--- src/rtl/render_sched_if.sv ---
// Frame-scheduler bus: trigger/handshake inputs from the video and render
// pipeline, and control/status outputs from the scheduler.
interface render_sched_if #(
   parameter int WIIA = 4,
   parameter int WIFA = 8
);
   logic                   run;
   logic                   frame_tick;
   logic [WIIA+WIFA-1:0]   angle_step;
   logic                   proj_done;
   logic                   fifo_empty;
   logic                   raster_idle;
   logic                   list_rewind;
   logic                   proj_start;
   logic                   buf_swap;
   logic [WIIA+WIFA-1:0]   angle;
   logic                   busy;
   logic [15:0]            frame_count;
   logic                   overrun;

   modport slave (
      input  run, frame_tick, angle_step, proj_done, fifo_empty, raster_idle,
      output list_rewind, proj_start, buf_swap, angle, busy, frame_count, overrun
   );

   modport master (
      output run, frame_tick, angle_step, proj_done, fifo_empty, raster_idle,
      input  list_rewind, proj_start, buf_swap, angle, busy, frame_count, overrun
   );
endinterface

--- src/rtl/render_sched.sv ---
// Per-frame render scheduler: rewinds the triangle list, runs projection,
// drains the raster pipe, then swaps buffers and advances the rotation angle.
module render_sched #(
   parameter int                    WIIA       = 4,
   parameter int                    WIFA       = 8,
   parameter logic [WIIA+WIFA-1:0]  ANGLE_WRAP = 12'h648
) (
   input  logic           Clk,
   input  logic           Reset,
   render_sched_if.slave  bus
);
   localparam int W = WIIA + WIFA;

   typedef enum logic [2:0] {
      S_IDLE,
      S_REWIND,
      S_PROJECT,
      S_RELEASE,
      S_DRAIN,
      S_SWAP
   } state_t;

   state_t          state_q, state_d;
   logic            list_rewind_q, proj_start_q, buf_swap_q, busy_q, overrun_q;
   logic [W-1:0]    angle_q, angle_d;
   logic [15:0]     frame_cnt;
   logic [W:0]      sum, diff;

   always_comb begin
      state_d = state_q;
      case (state_q)
         S_IDLE:    if (bus.frame_tick && bus.run)          state_d = S_REWIND;
         S_REWIND:                                          state_d = S_PROJECT;
         S_PROJECT: if (bus.proj_done)                      state_d = S_RELEASE;
         S_RELEASE: if (!bus.proj_done)                     state_d = S_DRAIN;
         S_DRAIN:   if (bus.fifo_empty && bus.raster_idle)  state_d = S_SWAP;
         S_SWAP:                                            state_d = S_IDLE;
         default:                                           state_d = S_IDLE;
      endcase
   end

   // One conditional subtract suffices since both operands are below the modulus.
   always_comb begin
      sum     = {1'b0, angle_q} + {1'b0, bus.angle_step};
      diff    = sum - {1'b0, ANGLE_WRAP};
      angle_d = (sum >= {1'b0, ANGLE_WRAP}) ? diff[W-1:0] : sum[W-1:0];
   end

   // Outputs are registered off the next state so they align exactly with the state.
   always_ff @(posedge Clk) begin
      if (Reset) begin
         state_q       <= S_IDLE;
         list_rewind_q <= 1'b0;
         proj_start_q  <= 1'b0;
         buf_swap_q    <= 1'b0;
         busy_q        <= 1'b0;
         overrun_q     <= 1'b0;
         angle_q       <= '0;
         frame_cnt     <= '0;
      end else begin
         state_q       <= state_d;
         list_rewind_q <= (state_d == S_REWIND);
         proj_start_q  <= (state_d == S_PROJECT);
         buf_swap_q    <= (state_d == S_SWAP);
         busy_q        <= (state_d != S_IDLE);
         if (state_q == S_SWAP) begin
            angle_q   <= angle_d;
            frame_cnt <= frame_cnt + 16'd1;
         end
         if (bus.frame_tick && (state_q != S_IDLE))
            overrun_q <= 1'b1;
      end
   end

   assign bus.list_rewind = list_rewind_q;
   assign bus.proj_start  = proj_start_q;
   assign bus.buf_swap    = buf_swap_q;
   assign bus.busy        = busy_q;
   assign bus.angle       = angle_q;
   assign bus.frame_count = frame_cnt;
   assign bus.overrun     = overrun_q;
endmodule

--- src/flat_wrapper.sv ---
// flat-port wrapper written by rule: the top's interface ports become plain ports
module render_sched_flat 
#(
   parameter int                    WIIA       = 4,
   parameter int                    WIFA       = 8,
   parameter logic [WIIA+WIFA-1:0]  ANGLE_WRAP = 12'h648
)
  (Clk, Reset, bus_run, bus_frame_tick, bus_angle_step, bus_proj_done, bus_fifo_empty, bus_raster_idle, bus_list_rewind, bus_proj_start, bus_buf_swap, bus_angle, bus_busy, bus_frame_count, bus_overrun);
  render_sched_if #(.WIIA(WIIA), .WIFA(WIFA)) bus_i ();
  input  logic Clk;
  input  logic Reset;
  input wire logic [$bits(bus_i.run)-1:0] bus_run;
  input wire logic [$bits(bus_i.frame_tick)-1:0] bus_frame_tick;
  input wire logic [$bits(bus_i.angle_step)-1:0] bus_angle_step;
  input wire logic [$bits(bus_i.proj_done)-1:0] bus_proj_done;
  input wire logic [$bits(bus_i.fifo_empty)-1:0] bus_fifo_empty;
  input wire logic [$bits(bus_i.raster_idle)-1:0] bus_raster_idle;
  output wire logic [$bits(bus_i.list_rewind)-1:0] bus_list_rewind;
  output wire logic [$bits(bus_i.proj_start)-1:0] bus_proj_start;
  output wire logic [$bits(bus_i.buf_swap)-1:0] bus_buf_swap;
  output wire logic [$bits(bus_i.angle)-1:0] bus_angle;
  output wire logic [$bits(bus_i.busy)-1:0] bus_busy;
  output wire logic [$bits(bus_i.frame_count)-1:0] bus_frame_count;
  output wire logic [$bits(bus_i.overrun)-1:0] bus_overrun;
  assign bus_i.run = bus_run;
  assign bus_i.frame_tick = bus_frame_tick;
  assign bus_i.angle_step = bus_angle_step;
  assign bus_i.proj_done = bus_proj_done;
  assign bus_i.fifo_empty = bus_fifo_empty;
  assign bus_i.raster_idle = bus_raster_idle;
  assign bus_list_rewind = bus_i.list_rewind;
  assign bus_proj_start = bus_i.proj_start;
  assign bus_buf_swap = bus_i.buf_swap;
  assign bus_angle = bus_i.angle;
  assign bus_busy = bus_i.busy;
  assign bus_frame_count = bus_i.frame_count;
  assign bus_overrun = bus_i.overrun;
  render_sched #(.WIIA(WIIA), .WIFA(WIFA), .ANGLE_WRAP(ANGLE_WRAP)) u_core (.Clk(Clk), .Reset(Reset), .bus(bus_i));
endmodule
--- config.mk ---
export PLATFORM = sky130hd
export DESIGN_NAME = render_sched_flat
export DESIGN_NICKNAME = d
export VERILOG_FILES = /design/src/rtl/render_sched_if.sv /design/src/rtl/render_sched.sv /design/src/flat_wrapper.sv
export SDC_FILE = /design/constraint.sdc
export NUM_CORES = 1
export LEC_CHECK = 0
export ABC_AREA = 1
export BUFFER_PORTS_ARGS = -buffer_cell sky130_fd_sc_hd__clkbuf_2
export CAP_MARGIN = 40
export CORE_ASPECT_RATIO = 0.6
export CORE_MARGIN = 2
export CORE_UTILIZATION = 50
export CTS_CLUSTER_SIZE = 24
export DETAILED_ROUTE_END_ITERATION = 7
export PLACE_DENSITY = 0.74
export SYNTH_ARGS = -nofsm -noshare
export SYNTH_HDL_FRONTEND = slang
export SYNTH_SLANG_ARGS = --single-unit
--- constraint.sdc ---
create_clock -name Clk -period 4.3 [get_ports Clk]
set_clock_uncertainty 0.05 [all_clocks]
set_input_delay 0.215 -clock Clk [delete_from_list [all_inputs] [get_ports Clk]]
set_output_delay 0.215 -clock Clk [all_outputs]
set_load 0.01 [all_outputs]
# Yosys cells after proc, flatten, opt, wreduce, memory -nomap -nowiden
# Cells that the tools add are included.
[classes] addsub=3 n_eq_ne=8 n_lt_le_gt_ge=1 reduce_logical=6 muxes=6
[op_table] cell="$add 16x1->16 const B" count=1
[op_table] cell="$pmux 3 s5" count=1
[op_table] cell="$add 12x12->13" count=1
[op_table] cell="$ge 13x11->1 const B" count=1
[op_table] cell="$mux 12" count=1
[op_table] cell="$mux 3" count=4
[op_table] cell="$sub 12x11->12 const B" count=1
[op_table] cell="$eq 3x2->1 const B" count=3
[op_table] cell="$eq 3x3->1 const B" count=3
[op_table] cell="$eq 3x1->1 const B" count=2
[op_table] cell="$reduce_bool 3->1" count=2
[op_table] cell="$logic_and 1x1->1" count=3
[op_table] cell="$logic_not 3->1" count=1
[totals] out_inout_bits=33 ff_bits=36 word_cells=32

# Depth between registers and ports, before layout
[logic_depth] word_depth=4 mapped_depth=17 mapped_depth_nobuf=17

# Worst setup path before layout
# Ideal clock, no wire load.
[synth_timing] kind="register to register" startpoint="reg u_core.angle_q[0] (netlist: u_core.bus.angle[0])" endpoint="reg u_core.angle_q[6] (netlist: u_core.bus.angle[6])" arrival_time_ps=2248 path_buffers=0 setup_ps=130 setup_slack_ps=1872 t_required_ps=4120 stages_incl_launch_ff=16 period_less_slack_ps=2428 path_cell_list="dfxtp_1 > ha_1 > fa_1 > nand3_1 > nand3_2 > xnor2_1 > ha_1 > nand2_2 > nand2_4 > nand3_4 > nand2_4 > nand2_4 > nand2_1 > nand2_1 > nand2_1 > a21oi_2"
[synth_via] elab_chain_len=3
[synth_rtl] element="start: declaration" line="render_sched.sv:25" source="logic [W-1:0] angle_q, angle_d;"
[synth_rtl] element="start signal: assignment" line="render_sched.sv:67" source="angle_q <= angle_d;"
[synth_rtl] element="$add 12x12->13 (*)" line="render_sched.sv:44" source="sum = {1'b0, angle_q} + {1'b0, bus.angle_step};"
[synth_rtl] element="$sub 12x11->12 / $ge 13x11->1 (equally long branches)" line="render_sched.sv:45, render_sched.sv:46"
[synth_rtl] element="$mux 12 (*)" line="render_sched.sv:46" source="angle_d = (sum >= {1'b0, ANGLE_WRAP}) ? diff[W-1:0] : sum[W-1:0];"
# Every way passes the cells marked *; elsewhere a longest branch is shown, timed or not.
# A chain may end at the register's enable or synchronous reset.

# Final worst setup path
[layout_timing] startpoint="reg u_core.angle_q[0] (netlist: u_core.bus.angle[0])" endpoint="reg u_core.angle_q[9] (netlist: u_core.bus.angle[9])"
# Same word-level chain as after synthesis.

==> results.cfg <==
[worst_setup_path]
path_class = register to register
reg2reg_to = u_core.bus.angle[9]$_SDFFE_PP0N_
reg2reg_slack_ns = 1.63
required_ns = 4.45
r2r-start = u_core.bus.angle[0]$_SDFFE_PP0N_
worst_setup_path_end_kind = register
crit_arrival_ns = 2.82
cp_max_fo = 9
worstSetupStartpointType = register
reg2regPathDepth = 14

[clock_tree]
holdBufCountCts = 0
cts_num_sinks = 36
cts_tree = yes
insertion_delay_ns = 0.28
cts_resized = 0
cts_setup_buffers = 0
clockRootBuffer = clkbuf_8
cts-buffers-inserted = 5
cts_max_level = 2
cts_buffer_depth = 2
clk_pin_slew_ns = 0.07

[global_route]
antenna_found_initial = 0
grt.overflow.total = 0
grt_usage_pct = 21.3
grt_first_pass_wirelength_um = 9400
grt_max_degree = 20
grt_pass1_vias = 2065

[timing]
fin_crit_ns = 2.67
max_freq_mhz = 374
setup_violations = 0
hold_slack_ns = 0.128
worstMarginPinSlew_ns = 0.661
rsz0062_at_grt = no
drv_slew = 0
hold_viol_final = 0
fin_ws_ns = 1.63
maxSlewHeadroom_pct = 55.4
finalCritPeriodShare_pct = 62.1
finalSetupTns_ns = 0

[placement]
portBuffers = 51
post-place-ws_ns = 1.66
place_area_um2 = 2860
place.gp.congestion = 0.853
dp_hpwl_um = 4540
place_inst = 486

[floorplanning]
die_y_um = 59.2
die_x_um = 96.0
die_area_um2 = 5680
io_pins = 52
rows = 20
coreArea_um2 = 4980
start_util_pct = 51.0

[routing]
wire_per_inst_um = 11.5
dr.pass1.iters = 4
dr.first_iter.drc_count = 99
ant_nets = 0
num_vias = 2439
drc = 0
totalWireLength_um = 5660
via_per_inst = 4.94

[yosys]
ys_ff_latch = 36
synth.distinct_cells = 36
synth-async-reset-ratio_pct = 0
synthFlopType = dfxtp_1
syn-num-nets = 408
synth.yosys.warnings = 0
synth_cells = 374
netlist_area_um2 = 2540
synth_edf_count = 0
yosysSeqAreaShare_pct = 28.4
syn_area_per_cell_um2 = 6.79

[finish]
syn_to_final_growth_pct = 16.2
num_antenna_cells = 0
finalInstanceArea_um2 = 2950
fin_nets = 461
final_core_util_pct = 59.2
final_cells = 494
num-fill-cells = 495
drive_gt1_share_pct = 23.4

[power_and_ir_drop]
power_per_cell_area_nw_per_um2 = 231
p_leak_nw = 1.50
vdd_drop_max_mv = 0.189
finalPower_uw = 682

[min_path]
holdPathEnd = u_core.bus.list_rewind$_SDFF_PP0_
hold-path-cell-count = 3
holdCritPathClass = input port to register
hp-start = bus_run

[run]
drv_cap = 0

[run_status]
status = finished clean
[where the power goes]
part	internal [mW]	switching, mW
Combinational	0.0364	0.0619
Sequential	0.338	0.00226
Clock	0.128	0.116
Total	0.502	0.180
[cells in the mapped netlist, drive strengths merged, types with 4 or more instances]
master	n	area share, %
nand2	109	19
clkbuf	4	0.59
xor2	5	1.7
inv	57	8.4
ha	14	6.9
nand4	7	2.0
o21ai	17	3.4
nor2	40	7.3
nor3	7	2.0
nand3	36	9.4
a21oi	27	5.6
dfxtp	36	28
[layout make-up]
type	instances	area, µm²	area share, %
Clock buffer	6	82.6	2.80
Clock inverter	2	10.0	0.339
Inverter	57	214	7.25
Multi-Input combinational cell	276	1580	53.7
Sequential cell	36	721	24.4
Tap cell	66	82.6	2.80
Timing Repair Buffer	51	255	8.66
[metal layers]
metal	global-route usage [%]	wire (µm)
met1	32.3	3000
met2	31.1	2230
met3	4.83	412
met4	4.29	15
met5	0	0
[worst max-delay path, stage by stage, from the launching register on]
cell	delay, ns
dfxtp_1	0.33
ha_1	0.25
fa_1	0.43
nand3_1	0.14
nand3_2	0.13
xnor2_1	0.25
ha_1	0.24
nand2_2	0.08
nand2_4	0.09
nand3_4	0.09
nand2_4	0.11
nand2_4	0.10
nand2_1	0.08
nand3_1	0.07
a21oi_1	0.15
[state kept, by name (all words and copies together), names as in the netlist]
| name | flops |
|---|---|
| u_core.bus.proj_start | 1 |
| u_core.bus.angle | 12 |
| u_core.state_q | 3 |
| u_core.bus.frame_count | 16 |
| u_core.bus.busy | 1 |
| u_core.bus.buf_swap | 1 |
| u_core.bus.list_rewind | 1 |
| u_core.bus.overrun | 1 |
[worst max path at each step]
stage / startpoint / slack [ns] / to / cells after the start
floorplan: u_core.bus.angle[0]$_SDFFE_PP0N_ / 1.87 / u_core.bus.angle[6]$_SDFFE_PP0N_ / 15
global placement: u_core.bus.angle[0]$_SDFFE_PP0N_ / 1.79 / u_core.bus.angle[6]$_SDFFE_PP0N_ / 15
detailed placement: u_core.bus.angle[0]$_SDFFE_PP0N_ / 1.66 / u_core.bus.angle[9]$_SDFFE_PP0N_ / 14
global route: u_core.bus.angle[0]$_SDFFE_PP0N_ / 1.41 / u_core.bus.angle[9]$_SDFFE_PP0N_ / 14
finish: u_core.bus.angle[0]$_SDFFE_PP0N_ / 1.63 / u_core.bus.angle[9]$_SDFFE_PP0N_ / 14
CTS: u_core.bus.angle[0]$_SDFFE_PP0N_ / 1.64 / u_core.bus.angle[9]$_SDFFE_PP0N_ / 14
[cells in the final DEF (no fill, tap or decap), types with 2 or more instances in the layout]
master and n:
a21oi_1 25, a21oi_2 2, a31oi_1 2, clkbuf_2 51
clkbuf_8 6, clkinv_2 2, dfxtp_1 36, ha_1 14
inv_1 54, inv_2 3, nand2_1 90, nand2_2 14
nand2_4 5, nand3_1 29, nand3_2 4, nand3_4 3
nand3b_1 3, nand4_1 6, nor2_1 35, nor2_2 2
nor2_4 2, nor3_1 5, o21ai_0 16, xnor2_1 2
xor2_1 5
[kinds of logic (layout without fill, tap and decap cells)]
group	Yosys count	in the layout	synth area share, %
AO/OA/AOI/OAI	49	49	10.4
XOR/XNOR	7	7	2.42
adder cells (fa/ha/maj)	15	15	7.69
buffers and inverters	62	116	9.22
flip-flops	36	36	28.4
AND/OR/NAND/NOR	205	205	41.9
(Power assumes the default switching activity.)
